<file path="src/rtl/keypad_digit_entry_if.sv">
// Keypad entry bundle: raw key lines and controls in, accepted-digit stream
// and entry register out. master = keypad/controller side, slave = entry block.
interface keypad_digit_entry_if #(
  parameter int NUM_KEYS = 10,
  parameter int DIGITS   = 4
);
  logic [NUM_KEYS-1:0]            keyboard;
  logic                           enablen;
  logic                           clear;
  logic [3:0]                     bcd;
  logic                           valid_data;
  logic [4*DIGITS-1:0]            digits;
  logic [$clog2(DIGITS+1)-1:0]    digit_count;
  logic                           full;
  logic [1:0]                     fsm_state;

  // valid_data is a one-cycle strobe with no ready: the consumer must take
  // bcd/digits in the cycle valid_data is high; there is no back-pressure.
  modport master (
    output keyboard, enablen, clear,
    input  bcd, valid_data, digits, digit_count, full, fsm_state
  );

  modport slave (
    input  keyboard, enablen, clear,
    output bcd, valid_data, digits, digit_count, full, fsm_state
  );
endinterface

</file>
<file path="src/rtl/keypad_digit_entry.sv">
// Debounced one-hot keypad to BCD digit entry register (newest digit in [3:0]).
// Optional macro KEYPAD_MULTI_KEY_PRIORITY_EN: multi-key press resolves to highest index.
module keypad_digit_entry #(
  parameter int NUM_KEYS        = 10,
  parameter int DEBOUNCE_CYCLES = 4,
  parameter int DIGITS          = 4
) (
  input  logic                  clk,
  input  logic                  reset,
  keypad_digit_entry_if.slave   kp
);

  localparam int CNT_W  = $clog2(DEBOUNCE_CYCLES + 1);
  localparam int DCNT_W = $clog2(DIGITS + 1);
  localparam logic [CNT_W-1:0]  CNT_DONE   = CNT_W'(DEBOUNCE_CYCLES);
  localparam logic [DCNT_W-1:0] DCNT_FULL  = DCNT_W'(DIGITS);

  typedef enum logic [1:0] {
    IDLE     = 2'd0,
    DEBOUNCE = 2'd1,
    ACCEPT   = 2'd2,
    HELD     = 2'd3
  } state_e;

  state_e                 state_q, state_d;
  logic [NUM_KEYS-1:0]    kb_q;
  logic [NUM_KEYS-1:0]    pat_q, pat_d;
  logic [CNT_W-1:0]       cnt_q, cnt_d;
  logic                   accept;
  logic                   emit;
  logic [3:0]             code;
  logic                   valid_q;
  logic [3:0]             bcd_q;
  logic [4*DIGITS-1:0]    digits_q;
  logic [4*DIGITS-1:0]    digits_shift;
  logic [DCNT_W-1:0]      count_q;

  function automatic logic is_legal(input logic [NUM_KEYS-1:0] p);
`ifdef KEYPAD_MULTI_KEY_PRIORITY_EN
    return p != '0;
`else
    return (p != '0) && ((p & (p - NUM_KEYS'(1))) == '0);
`endif
  endfunction

  // Later (higher) indices overwrite earlier ones, so the highest set key wins.
  function automatic logic [3:0] encode(input logic [NUM_KEYS-1:0] p);
    logic [3:0] c;
    c = 4'd0;
    for (int i = 0; i < NUM_KEYS; i++) begin
      if (p[i]) c = 4'(i);
    end
    return c;
  endfunction

  always_comb begin
    state_d = state_q;
    pat_d   = pat_q;
    cnt_d   = cnt_q;
    accept  = 1'b0;
    case (state_q)
      IDLE: begin
        if (kb_q != '0) begin
          pat_d   = kb_q;
          cnt_d   = CNT_W'(1);
          state_d = DEBOUNCE;
        end
      end
      DEBOUNCE: begin
        if (kb_q == '0) begin
          cnt_d   = '0;
          state_d = IDLE;
        end else if (kb_q == pat_q) begin
          cnt_d = cnt_q + CNT_W'(1);
        end else begin
          pat_d = kb_q;
          cnt_d = CNT_W'(1);
        end
      end
      ACCEPT: begin
        cnt_d   = '0;
        state_d = HELD;
      end
      HELD: begin
        if (kb_q != '0) begin
          cnt_d = '0;
        end else if (cnt_q + CNT_W'(1) == CNT_DONE) begin
          cnt_d   = '0;
          state_d = IDLE;
        end else begin
          cnt_d = cnt_q + CNT_W'(1);
        end
      end
      default: begin
        cnt_d   = '0;
        state_d = IDLE;
      end
    endcase
    // The edge that completes the stable run is the acceptance edge, so the
    // output registers update together and are visible during ACCEPT.
    if (state_d == DEBOUNCE && cnt_d == CNT_DONE) begin
      state_d = ACCEPT;
      accept  = 1'b1;
    end
    if (kp.enablen) begin
      state_d = IDLE;
      cnt_d   = '0;
      accept  = 1'b0;
    end
  end

  always_comb begin
    code         = encode(pat_d);
    emit         = accept && is_legal(pat_d);
    digits_shift = digits_q << 4;
    digits_shift[3:0] = code;
  end

  always_ff @(posedge clk) begin
    if (reset) begin
      state_q <= IDLE;
      kb_q    <= '0;
      pat_q   <= '0;
      cnt_q   <= '0;
    end else begin
      state_q <= state_d;
      kb_q    <= kp.keyboard;
      pat_q   <= pat_d;
      cnt_q   <= cnt_d;
    end
  end

  always_ff @(posedge clk) begin
    if (reset) begin
      valid_q  <= 1'b0;
      bcd_q    <= 4'd0;
      digits_q <= '0;
      count_q  <= '0;
    end else begin
      valid_q <= emit;
      if (emit) bcd_q <= code;
      // Clear wins over a same-edge shift; the strobe and bcd still report it.
      if (kp.clear) begin
        digits_q <= '0;
        count_q  <= '0;
      end else if (emit) begin
        digits_q <= digits_shift;
        if (count_q != DCNT_FULL) count_q <= count_q + DCNT_W'(1);
      end
    end
  end

  assign kp.valid_data  = valid_q;
  assign kp.bcd         = bcd_q;
  assign kp.digits      = digits_q;
  assign kp.digit_count = count_q;
  assign kp.full        = (count_q == DCNT_FULL);
  assign kp.fsm_state   = state_q;

endmodule

</file>
<file path="src/flat_wrapper.sv">
// flat-port wrapper written by rule: the top's interface ports become plain ports
module keypad_digit_entry_flat 
#(
  parameter int NUM_KEYS        = 10,
  parameter int DEBOUNCE_CYCLES = 4,
  parameter int DIGITS          = 4
)
  (clk, reset, kp_keyboard, kp_enablen, kp_clear, kp_bcd, kp_valid_data, kp_digits, kp_digit_count, kp_full, kp_fsm_state);
  keypad_digit_entry_if #(.NUM_KEYS(NUM_KEYS), .DIGITS(DIGITS)) kp_i ();
  input  logic clk;
  input  logic reset;
  input wire logic [$bits(kp_i.keyboard)-1:0] kp_keyboard;
  input wire logic [$bits(kp_i.enablen)-1:0] kp_enablen;
  input wire logic [$bits(kp_i.clear)-1:0] kp_clear;
  output wire logic [$bits(kp_i.bcd)-1:0] kp_bcd;
  output wire logic [$bits(kp_i.valid_data)-1:0] kp_valid_data;
  output wire logic [$bits(kp_i.digits)-1:0] kp_digits;
  output wire logic [$bits(kp_i.digit_count)-1:0] kp_digit_count;
  output wire logic [$bits(kp_i.full)-1:0] kp_full;
  output wire logic [$bits(kp_i.fsm_state)-1:0] kp_fsm_state;
  assign kp_i.keyboard = kp_keyboard;
  assign kp_i.enablen = kp_enablen;
  assign kp_i.clear = kp_clear;
  assign kp_bcd = kp_i.bcd;
  assign kp_valid_data = kp_i.valid_data;
  assign kp_digits = kp_i.digits;
  assign kp_digit_count = kp_i.digit_count;
  assign kp_full = kp_i.full;
  assign kp_fsm_state = kp_i.fsm_state;
  keypad_digit_entry #(.NUM_KEYS(NUM_KEYS), .DEBOUNCE_CYCLES(DEBOUNCE_CYCLES), .DIGITS(DIGITS)) u_core (.clk(clk), .reset(reset), .kp(kp_i));
endmodule
</file>
<file path="config.mk">
export PLATFORM = sky130hd
export DESIGN_NAME = keypad_digit_entry_flat
export DESIGN_NICKNAME = d
export VERILOG_FILES = /design/src/rtl/keypad_digit_entry_if.sv /design/src/rtl/keypad_digit_entry.sv /design/src/flat_wrapper.sv
export SDC_FILE = /design/constraint.sdc
export NUM_CORES = 1
export LEC_CHECK = 0
export ABC_AREA = 1
export ABC_CLOCK_PERIOD_IN_PS = 4000
export CAP_MARGIN = 15
export CORE_MARGIN = 4
export CORE_UTILIZATION = 28
export CTS_CLUSTER_SIZE = 14
export DETAILED_ROUTE_END_ITERATION = 8
export GPL_TIMING_DRIVEN = 0
export PLACE_DENSITY = 0.48
export SYNTH_ARGS = -nofsm -noshare
export SYNTH_HDL_FRONTEND = slang
export SYNTH_SLANG_ARGS = --single-unit
export TNS_END_PERCENT = 100
</file>
<file path="constraint.sdc">
create_clock -name clk -period 4 [get_ports clk]
set_clock_uncertainty 0.05 [all_clocks]
set_input_delay 0.4 -clock clk [delete_from_list [all_inputs] [get_ports clk]]
set_output_delay 0.4 -clock clk [all_outputs]
set_load 0.03 [all_outputs]
</file>
### Word-level counts from Yosys, hierarchy flattened

Cells that the tools add are included.

| word-level totals | value |
|---|---|
| flip-flop bits (word level) | 49 |
| bits of input ports | 14 |
| word-level logic and storage cells | 61 |

| operators by class | value |
|---|---|
| add/sub/neg operators | 3 |
| equality and inequality tests | 9 |
| muxes and demuxes | 27 |
| bitwise gates (word level) | 1 |
| reduce and logical (&&, ||, !) cells | 12 |

Operators by type and width:

| cell | count |
|---|---|
| 10-bit two-way mux | 3 |
| 3-bit two-way mux | 9 |
| 10-bit zero test | 2 |
| 10-bit case mux with 2 select lines | 1 |
| 10-bit nonzero test | 2 |
| 2-bit two-way mux | 7 |
| 3-bit case mux with 4 select lines | 1 |
| 10-bit AND | 1 |
| 10-bit equality test | 1 |
| 10-bit by 1-bit subtractor with 10-bit output (second input constant) | 1 |
| 3-bit equality test (second input constant) | 3 |
| 4-bit two-way mux | 2 |
| 2-bit case mux with 4 select lines | 1 |
| 3-bit by 1-bit adder with 3-bit output (second input constant) | 2 |
| 2-bit by 1-bit equality test with 1-bit output (second input constant) | 2 |
| 2-bit equality test (second input constant) | 2 |
| 2-bit OR reduction | 2 |
| 1-bit logical AND | 3 |
| 1-bit two-way mux | 3 |
| 3-bit != test (second input constant) | 1 |
| 3-bit OR reduction | 1 |
| 2-bit zero test | 1 |
| 2-bit AND reduction | 1 |

### Logic depth before layout (Yosys ltp)

Gate-level depths: netlist of run 1.

| depth | value |
|---|---|
| depth in word-level cells | 13 |
| depth in mapped cells | 20 |

### Least setup slack after synthesis of run 1

OpenSTA, ideal clock, no wires.

| path | value |
|---|---|
| kind | register -> register |
| start | register u_core.state_q[1] (netlist: u_core.kp.fsm_state[1]) |
| end | register u_core.count_q[1] (netlist: u_core.kp.digit_count[1]) |
| library setup time | 0.116 ns |
| data arrival time | 2.130 ns |
| required time | 3.834 ns |
| path slack | 1.704 ns |
| stages on the path, launching flop included | 14 |
| buffers on the path | 0 |
| period minus slack after synthesis | 2.296 ns |
| cells stage by stage | dfxtp_1 nor2_1 o21ai_0 nand2_2 nor2_4 nand2_1 nor2_1 nand2_1 nand2_2 nand4_1 nor2_4 nand2_1 o21ai_0 nor2_1 |

| on the way | value |
|---|---|
| word-level cells in the longest chain between the ends | 9 |
| elaborated cells on any way between the ends | 23 |
| those cells by class | add/sub (1); eq/ne (5); mux (9); bitwise (1); reduce/logical (7) |

RTL lines:

| what | line | RTL |
|---|---|---|
| from (decl) | keypad_digit_entry.sv:25 | `state_e state_q, state_d;` |
| from (signal assigned) | keypad_digit_entry.sv:126 | `state_q <= state_d;` |
| branches (longest 7 deep; another with 10-bit by 1-bit subtractor with 10-bit output) | n/a |  |
| 1-bit logical AND (*) | keypad_digit_entry.sv:114 | `emit = accept && is_legal(pat_d);` |
| 2-bit AND reduction (no line) (*) | n/a |  |
| to (signal assigned) | keypad_digit_entry.sv:148 | `if (count_q != DCNT_FULL) count_q <= count_q + DCNT_W'(1);` |
| to (decl) | keypad_digit_entry.sv:36 | `logic [DCNT_W-1:0] count_q;` |

Mark *: on every way between the ends.
A chain may end at the register's enable or synchronous reset.

### Worst setup path in the final report of run 1

| path | value |
|---|---|
| start | register u_core.cnt_q[0] |
| end | register u_core.count_q[0] (netlist: u_core.kp.digit_count[0]) |

| on the way | value |
|---|---|
| word-level cells in the longest chain between the ends | 11 |
| elaborated cells on any way between the ends | 18 |
| those cells by class | add/sub (1); eq/ne (3); mux (11); reduce/logical (3) |

RTL lines:

| what | line | RTL |
|---|---|---|
| from (decl) | keypad_digit_entry.sv:28 | `logic [CNT_W-1:0] cnt_q, cnt_d;` |
| from (signal assigned) | keypad_digit_entry.sv:129 | `cnt_q <= cnt_d;` |
| 3-bit by 1-bit adder with 3-bit output | keypad_digit_entry.sv:74, keypad_digit_entry.sv:87, keypad_digit_entry.sv:91 |  |
| 3-bit equality test | keypad_digit_entry.sv:87 | `end else if (cnt_q + CNT_W'(1) == CNT_DONE) begin` |
| 3-bit two-way mux / 2-bit two-way mux (equally long branches) | keypad_digit_entry.sv:87 |  |
| 3-bit two-way mux / 2-bit two-way mux (equally long branches) | keypad_digit_entry.sv:85 | `if (kb_q != '0) begin` |
| 3-bit case mux with 4 select lines / 2-bit case mux with 4 select lines (equally long branches) | keypad_digit_entry.sv:61 | `case (state_q)` |
| 3-bit equality test / 2-bit by 1-bit equality test with 1-bit output (equally long branches) | keypad_digit_entry.sv:101 | `if (state_d == DEBOUNCE && cnt_d == CNT_DONE) begin` |
| 1-bit logical AND (*) | keypad_digit_entry.sv:101 |  |
| 1-bit two-way mux (*) | keypad_digit_entry.sv:101 |  |
| 1-bit two-way mux (*) | keypad_digit_entry.sv:105 | `if (kp.enablen) begin` |
| 1-bit logical AND (*) | keypad_digit_entry.sv:114 |  |
| 2-bit AND reduction (no line) (*) | n/a |  |

Mark *: on every way between the ends. The rest lies on a longest branch, timed or not.

==> flow_metrics.tcl, run 1 <==
set metrics [dict create \
    fin_tns_setup_ns 0 \
    htreeDepth 2 \
    grt_max_degree 18 \
    portBuffers 39 \
    timing.fmax_mhz 396 \
    p_sw_frac 0.299 \
    avgViaCountPerCell 4.50 \
    cts_setup_buffers 0 \
    power.density_mw_per_mm2 297 \
    drv_slew 0 \
    drt_first_iter_violations 88 \
    worst_slack_ns 1.47 \
    synth_nets 428 \
    place_congestion 0.867 \
    area_delta_synth_final_pct 23.7 \
    grt_pass1_wl_microns 11800 \
    period_share 0.631 \
    ys.flop_type "dfxtp_1" \
    ios 41 \
    start_util 0.287 \
    fillCellCount 1028 \
    die_w_microns 105 \
    final_common_cell "nand2_1" \
    die_area_sq_mm 0.0110 \
    worstSetupPathType "flip-flop to flip-flop" \
    grt_pass1_vias 2528 \
    cts_sinks 49 \
    synth_cells 410 \
    path_buf_inv 0 \
    maxCapViolCount 0 \
    cts_tree "built" \
    num_antenna_cells 0 \
    grt_overflow 0 \
    die_h_microns 105 \
    coreArea_sq_mm 0.00920 \
    drc 0 \
    critical_path.max_fanout 8 \
    antenna_found_initial 0 \
    post_drt_wl_per_cell_microns 11.6 \
    cts_resized 0 \
    p_int_mw 0.680 \
    synthArstFlopShare 0 \
    final_cell_mix "nand2_1 (110), nor2_1 (75), inv_1 (55)" \
    cp_common_cell "nand2_1" \
    clkTransAtPathRegs_ns 0.11 \
    placed_area_sq_mm 0.00317 \
    rsz0062_at_grt "false" \
    tightestPinTransition_ns 0.565 \
    finalCriticalPeriod_ns 2.53 \
    yosys_warnings 0 \
    num_vias 2554 \
    worstPathArrival_ns 2.69 \
    ys_seq_area_frac 0.372 \
    netlist_area_sq_mm 0.00264 \
    cp.required_ns 4.17 \
    worstSetupStartpointType "flip-flop" \
    p_total_mw 0.970 \
    p_sw_mw 0.290 \
    seq_area_sq_um 981 \
    cp_slowest_cell "dfxtp_1" \
    drive_above_1_share 0.0788 \
    cts_hold_buf 0 \
    gr-usage-all-layers 0.129 \
    syn_avg_cell_area_sq_um 6.43 \
    stdcell_area_sq_mm 0.00326 \
    relSlewSlack 0.623 \
    comb_power_share 0.155 \
    seqPwrFrac 0.526 \
    peakVddDrop_uv 146 \
    hold_class "flip-flop to flip-flop" \
    routed_wl_microns 6570 \
    ys_seq_elements 49 \
    root_buffer "clkbuf_8" \
    firstDrtPassIters 4 \
    cp-end-kind "flip-flop" \
    multi_input_area_sq_mm 0.00138 \
    critical_path.top_delay_family "simple AND/OR/NAND/NOR gates" \
    cpPeakStageDelay_ns 0.46 \
    rows 35 \
    p_leak_nw 1.51 \
    ant_nets 0 \
    status "completed" \
    final-hold-violation-count 0 \
    clk_latency_ns 0.31 \
    place_ws_ns 1.47 \
    reg2reg_slack_ns 1.47 \
    crit_chain "ha_1 > xor2_1 > nand2_1 > nand2_1 > a21boi_1 > nand3_1 > nand2_1 > nor2_2 > nand3_1 > nor2_2 > nand3_1 > nor2_4 > nand2_1 > o21ai_0 > nor2_1" \
    p_clk_frac 0.319 \
    synth_cell_types 31 \
    dpl.hpwl_microns 5220 \
    clockBufferDepth 2 \
    setup_viol 0 \
    nets 474 \
    synth-edff-count 0 \
    cts_buffers 5 \
]
## stage by stage
| stage | hold slack [ns] | utilization | instances |
|---|---|---|---|
| finish | 0.435 | 0.355 | 568 |
| CTS | 0.440 | 0.355 | 568 |
| detailed placement | 0.419 | 0.344 | 560 |
| global route | 0.463 | 0.355 | 568 |
| global placement | 0.414 | 0.344 | 560 |
| floorplan | 0.455 | - | 410 |
## path summary, 6_finish.rpt
| check | from | end | cells after the start |
|---|---|---|---|
| setup / recovery | u_core.cnt_q[0] | u_core.kp.digit_count[0] | 15 |
| hold / removal | u_core.kp.bcd[0] | u_core.kp.bcd[0] | 2 |
| setup reg to reg | u_core.cnt_q[0] | u_core.kp.digit_count[0] | 15 |
| hold reg to reg | u_core.kp.bcd[0] | u_core.kp.bcd[0] | 2 |
## synth_stat cells (3+ instances only)
cell | number | area [sq um]
a21oi_1 | 15 | 75.1
nor2_2 | 4 | 25.0
nor2_4 | 3 | 33.8
ha_1 | 4 | 50.1
dfxtp_1 | 49 | 981
nand2_2 | 5 | 31.3
nand4_1 | 6 | 37.5
inv_2 | 6 | 22.5
o21ai_0 | 27 | 135
inv_1 | 55 | 206
clkbuf_1 | 3 | 11.3
nand2_1 | 110 | 413
nor2_1 | 75 | 282
nand3_1 | 22 | 110
## cells by family after synthesis
logic type	Yosys count	share of synthesized area
buffers and inverters	70	0.106
XOR/XNOR	3	0.00996
flip-flops	49	0.372
AND/OR/NAND/NOR	233	0.386
adder cells (fa/ha/maj)	4	0.0190
AO/OA/AOI/OAI	51	0.107
## final cells by class
class                   count  share of cell area
clock inverters             3             0.00806
plain buffers               9              0.0157
multi-input cells         291               0.422
inverters                  61              0.0702
repair buffers             39               0.120
flip-flops and latches     49               0.301
clock buffers               5              0.0211
well taps                 111              0.0426
## power groups by stage
stage                     combinational [mW]  clock (mW)  sequential [mW]
after floorplan                        0.109           0            0.520
after global placement                 0.150           0            0.521
after detailed placement               0.151           0            0.521
after CTS                              0.151       0.324            0.510
after global routing                   0.173       0.341            0.512
final                                  0.151       0.310            0.510
## worst min-delay path, cell delays in order (launching register included)
cell and delay (ns):
dfxtp_1 0.33, nand2_1 0.06, a21oi_1 0.05
## layer usage
layer  GRT usage  routed length, microns  vias to the layer above
li1            -                       -                     1359
met1       0.171                    3350                     1152
met2       0.211                    2910                       36
met3      0.0247                     215                        7
met4      0.0394                      99                        0
met5           0                       0                        -
## sequential cells by signal (all words and copies together) (netlist names)
signal,flops
u_core.cnt_q,3
u_core.kb_q,10
u_core.kp.bcd,4
u_core.kp.digit_count,3
u_core.kp.digits,16
u_core.kp.fsm_state,2
u_core.kp.valid_data,1
u_core.pat_q,10
(Power assumes the default switching activity.)
==> run 2, diff against run 1 <==
--- a/config.mk
+++ b/config.mk
@@ -6,7 +6,7 @@
 export NUM_CORES = 1
 export LEC_CHECK = 0
 export ABC_AREA = 1
-export ABC_CLOCK_PERIOD_IN_PS = 4000
+export ABC_CLOCK_PERIOD_IN_PS = 2500
 export CAP_MARGIN = 15
 export CORE_MARGIN = 4
 export CORE_UTILIZATION = 28
==> constraint.sdc (replaced) <==
create_clock -name clk -period 2.5 [get_ports clk]
set_clock_uncertainty 0.05 [all_clocks]
set_input_delay 0.25 -clock clk [delete_from_list [all_inputs] [get_ports clk]]
set_output_delay 0.25 -clock clk [all_outputs]
set_load 0.03 [all_outputs]
==> run 2 against run 1 <==
Global-route usage about the same. Register-to-register slack got worse by 1.4 ns. Sequential cell count unchanged. Worst setup slack worse by 1.4 ns. Non-clock buffer count rose by 15. Sequential power rose by 60%. Routed wire length up 9.1%. Maximum frequency grew 4.8%. Clock-buffer cell count unchanged. Power is 66% higher. Critical path type unchanged.
==> flow_metrics.tcl, run 2 (same netlist as run 1, synthesis figures left out) <==
set metrics [dict create \
    cpPeakStageDelay_ns 0.37 \
    routed_wl_microns 7170 \
    relSlewSlack 0.574 \
    fin_tns_setup_ns 0 \
    place_congestion 0.867 \
    portBuffers 39 \
    gr-usage-all-layers 0.129 \
    crit_start "u_core.kb_q[1]" \
    p_leak_nw 1.63 \
    clockBufferDepth 2 \
    r2r-end "u_core.kp.digits[8]" \
    grt_pass1_wl_microns 11800 \
    p_int_mw 1.11 \
    cts_buffers 5 \
    p_clk_frac 0.309 \
    cp_common_cell "nor2_4" \
    peakVddDrop_uv 258 \
    critical_path.max_fanout 7 \
    cts_hold_buf 0 \
    drv_slew 0 \
    whs_ns 0.365 \
    dp.cells 560 \
    ios 41 \
    timing.fmax_mhz 415 \
    setup_viol 0 \
    critPathCapture "u_core.kp.digits[8]" \
    maxCapViolCount 0 \
    post_drt_wl_per_cell_microns 12.3 \
    largest_reg_flops 16 \
    clkTransAtPathRegs_ns 0.10 \
    drive_above_1_share 0.228 \
    coreArea_sq_mm 0.00920 \
    nets 491 \
    whs_path_depth 2 \
    r2r_start "u_core.kb_q[1]" \
    reg2reg_depth 17 \
    cts_sinks 49 \
    status "completed" \
    final-hold-violation-count 0 \
    tightestPinTransition_ns 0.639 \
    area_delta_synth_final_pct 38.0 \
    clk_latency_ns 0.31 \
    final_cell_mix "nand2_1 (98), nor2_1 (66), inv_1 (52)" \
    period_share 0.964 \
    instances_no_fill 585 \
    ant_nets 0 \
    avgViaCountPerCell 4.61 \
    finalCriticalPeriod_ns 2.41 \
    die_h_microns 105 \
    crit_chain "nor2_4 > nand2_4 > nor2_8 > nand2_8 > o21ai_2 > nand2_1 > inv_2 > nand3_2 > nor2_4 > nand3_2 > nor2_4 > nand3_1 > nor2_4 > buf_6 > buf_12 > nor2_1 > nor2_1" \
    rows 35 \
    grt_overflow 0 \
    cp.required_ns 2.70 \
    firstDrtPassIters 4 \
    htreeDepth 2 \
    hold_class "input port to flip-flop" \
    worstSetupPathType "flip-flop to flip-flop" \
    grt_max_degree 18 \
    start_util 0.287 \
    worstPathArrival_ns 2.61 \
    reg2reg_slack_ns 0.09 \
    final_common_cell "nand2_1" \
    cp-end-kind "flip-flop" \
    dpl.hpwl_microns 5220 \
    p_sw_mw 0.500 \
    rsz0062_at_grt "true" \
    drt_first_iter_violations 81 \
    die_area_sq_mm 0.0110 \
    antenna_found_initial 0 \
    power.density_mw_per_mm2 443 \
    num_antenna_cells 0 \
    worstSetupStartpointType "flip-flop" \
    comb_power_share 0.184 \
    p_sw_frac 0.310 \
    grt_pass1_vias 2524 \
    seqPwrFrac 0.507 \
    die_w_microns 105 \
    drc 0 \
    num_vias 2696 \
    root_buffer "clkbuf_8" \
    cts_tree "built" \
    cp_slowest_cell "dfxtp_4" \
]
[run 2: cell types whose count changed in the layout (fill, tap and decap cells not counted), moves of 5 or more]
| cell | previous run | this run |
|---|---|---|
| nor2_4 | 3 | 12 |
| dfxtp_1 | 49 | 34 |
| o21ai_0 | 27 | 17 |
| dfxtp_2 | 0 | 10 |
| nand2_2 | 5 | 12 |
| nand2_1 | 110 | 98 |
| o21ai_1 | 1 | 7 |
| nor2_1 | 75 | 66 |
| buf_4 | 0 | 14 |
| dfxtp_4 | 0 | 5 |
[run 2: worst min path at each step]
stage / from / endpoint
4_1_cts: reset / u_core.kp.bcd[0]
3_5_place_dp: u_core.kp.bcd[1] / u_core.kp.bcd[1]
5_1_grt: kp_keyboard[9] / u_core.kb_q[9]
6_report: reset / u_core.kp.bcd[0]
3_3_place_gp: u_core.kp.digits[15] / u_core.kp.digits[15]
2_1_floorplan: kp_keyboard[0] / u_core.kb_q[0]
[run 2: layout make-up]
cell class | count | area [sq um]
Inverter | 61 | 231
Timing Repair Buffer | 54 | 519
Buffer | 9 | 57.6
Clock inverter | 3 | 26.3
Fill cell | 1013 | 5560
Multi-Input combinational cell | 293 | 1590
Clock buffer | 5 | 68.8
Tap cell | 111 | 139
Sequential cell | 49 | 1010
[run 2: stage by stage]
stage	setup slack, ns	total power, mW	instance area [sq um]	util
6_report	0.0895	1.61	3640	0.396
5_1_grt	-0.0836	1.70	3640	0.396
4_1_cts	0.00187	1.58	3270	0.356
3_5_place_dp	-0.0304	1.08	3170	0.344
3_3_place_gp	0.00835	1.07	3170	0.344
2_1_floorplan	0.204	1.01	2640	-
[run 2: critical path: cells and delay by family, from the launching register on]
kind / cells / cell delay, ns
compound gates: 1 / 0.11
flops: 1 / 0.37
simple gates: 13 / 1.49
buf+inv: 3 / 0.33
[run 2: power groups by stage]
stage | Clock (mW) | Combinational [mW] | Sequential (mW)
6_report | 0.498 | 0.297 | 0.817
5_1_grt | 0.544 | 0.333 | 0.820
4_1_cts | 0.518 | 0.243 | 0.816
3_5_place_dp | 0 | 0.242 | 0.834
3_3_place_gp | 0 | 0.240 | 0.833
2_1_floorplan | 0 | 0.174 | 0.831
[run 2: per-layer routing]
layer  global-route usage  vias to the layer above  wire, microns
met2                0.211                       53           3230
met3               0.0247                        7            248
met1                0.173                     1239           3590
met5                    0                        -              0
met4               0.0394                        0            102
li1                     -                     1397              -
[run 2: what timing repair did]
| item | 4_1_cts | 5_1_grt |
|---|---|---|
| pin swaps | 0 | 24 |
| setup buffers | 0 | 15 |
| resized for setup | 3 | 89 |
| cloned | 0 | 2 |
| setup endpoints to repair | 8 | 23 |
==> run 3, diff against run 2 <==
--- a/config.mk
+++ b/config.mk
@@ -12,7 +12,6 @@
 export CORE_UTILIZATION = 28
 export CTS_CLUSTER_SIZE = 14
 export DETAILED_ROUTE_END_ITERATION = 8
-export GPL_TIMING_DRIVEN = 0
 export PLACE_DENSITY = 0.48
 export SYNTH_ARGS = -nofsm -noshare
 export SYNTH_HDL_FRONTEND = slang
==> run 3 against run 2 <==
Die area unchanged. Clock power fell by 4%. First-iteration DRC count is 38% higher. Register-to-register slack hardly changed.
==> flow_metrics.tcl, run 3 (same netlist as run 1, synthesis figures left out) <==
set metrics [dict create \
    rsz0062_at_grt "true" \
    drv_slew 0 \
    num_vias 2663 \
    firstDrtPassIters 4 \
    ios 41 \
    ant_nets 0 \
    avgViaCountPerCell 4.54 \
    drc 0 \
    die_h_microns 105 \
    cp.required_ns 2.70 \
    antenna_found_initial 0 \
    status "completed" \
    worstPathArrival_ns 2.62 \
    gr-usage-all-layers 0.130 \
    worstSetupStartpointType "flip-flop" \
    hold_class "input port to flip-flop" \
    p_total_mw 1.60 \
    stdcell_area_sq_mm 0.00367 \
    area_delta_synth_final_pct 39.1 \
    cts_buffers 5 \
    cp-end-kind "flip-flop" \
    post_drt_wl_per_cell_microns 12.4 \
    final-hold-violation-count 0 \
    relSlewSlack 0.427 \
    die_area_sq_mm 0.0110 \
    crit_chain "nor2_2 > nand2_4 > nor2_8 > nand2_8 > inv_6 > a21boi_2 > nand3_1 > nand2_2 > nor2_4 > nand3_2 > nor2_4 > nand2_2 > nor2_4 > nand2_4 > buf_12 > nor2_8 > nand2_4 > a21oi_2" \
    p_leak_nw 1.68 \
    drt_first_iter_violations 112 \
    worstSetupPathType "flip-flop to flip-flop" \
    final_common_cell "nand2_1" \
    start_util 0.287 \
    nets 492 \
    finalCriticalPeriod_ns 2.42 \
    cp_slowest_cell "dfxtp_2" \
    grt_pass1_vias 2480 \
    clk_latency_ns 0.30 \
    period_share 0.970 \
    grt_pass1_wl_microns 11800 \
    cpPeakStageDelay_ns 0.34 \
    maxCapViolCount 0 \
    portBuffers 40 \
    coreArea_sq_mm 0.00920 \
    rows 35 \
    cts_sinks 49 \
    routed_wl_microns 7240 \
    setup_viol 0 \
    clkTransAtPathRegs_ns 0.10 \
    die_w_microns 105 \
    power.density_mw_per_mm2 435 \
    largest_reg_flops 16 \
    placed_area_sq_mm 0.00326 \
    root_buffer "clkbuf_8" \
    place_congestion 0.803 \
    peakVddDrop_uv 199 \
    final_cell_mix "nand2_1 (97), nor2_1 (67), inv_1 (52)" \
    fillCellCount 975 \
    grt_max_degree 27 \
    num_antenna_cells 0 \
    timing.fmax_mhz 412 \
    htreeDepth 2 \
    final_core_util 0.399 \
    clockBufferDepth 2 \
    tightestPinTransition_ns 0.857 \
    grt_overflow 0 \
    drive_above_1_share 0.213 \
    dpl.hpwl_microns 5350 \
    cts_hold_buf 0 \
    critical_path.max_fanout 7 \
    cts_tree "built" \
]
==> run 3: cell types whose count changed in the layout (fill, tap and decap cells not counted), sizes merged <==
| cell | previous run | this run |
|---|---|---|
| clkbuf | 9 | 8 |
| clkdlybuf4s50 | 39 | 40 |
| buf | 20 | 21 |
| clkinv | 0 | 3 |
| clkinvlp | 2 | 0 |
| inv | 62 | 61 |
==> run 3: critical path: cells and delay by family, from the launching register on <==
family / cells / cell delay [ns]
and+or+nand+nor: 14 / 1.56
buffers and inverters: 2 / 0.22
AOI/OAI and AO/OA: 2 / 0.20
DFF: 1 / 0.34
==> run 3: cell type report <==
cell class	instances	area (sq um)	area share
clock buffers	5	68.8	0.0188
clock inverters	3	22.5	0.00614
inverters	61	234	0.0638
multi-input cells	293	1540	0.419
flip-flops and latches	49	1000	0.273
well taps	111	139	0.0378
repair buffers	64	666	0.181
==> run 3: worst paths after layout <==
kind	startpoint	slack (ns)	cells past startpoint	endpoint
max reg2reg	u_core.kb_q[2]	0.08	18	u_core.kp.bcd[1]
max	u_core.kb_q[2]	0.08	18	u_core.kp.bcd[1]
min reg2reg	u_core.kp.bcd[0]	0.44	2	u_core.kp.bcd[0]
min	kp_keyboard[1]	0.40	3	u_core.kb_q[1]
==> run 3: timing repair <==
item,4_1_cts,5_1_grt
setup endpoints to repair,0,24
buffers inserted,0,7
gates resized for setup,0,69
==> run 3: stage by stage <==
step / std cells / hold WS, ns / worst slack, ns / TNS, ns
after floorplan: 410 / 0.307 / 0.204 / 0
after global placement: 566 / 0.420 / 0.0381 / 0
after detailed placement: 566 / 0.423 / 0.0332 / 0
after CTS: 574 / 0.395 / 0.0241 / 0
after global routing: 586 / 0.404 / -0.0823 / -0.921
final: 586 / 0.396 / 0.0755 / 0
==> run 3: per-layer routing <==
metal,share of wire,global-route usage,up-vias
li1,-,-,1408
met1,0.52,0.182,1206
met2,0.43,0.203,41
met3,0.032,0.0235,8
met4,0.013,0.0356,0
met5,0,0,-
==> run 3: power by group <==
part | switching, mW | internal (mW)
sequential | 0.0182 | 0.798
combinational | 0.186 | 0.115
clock | 0.279 | 0.199
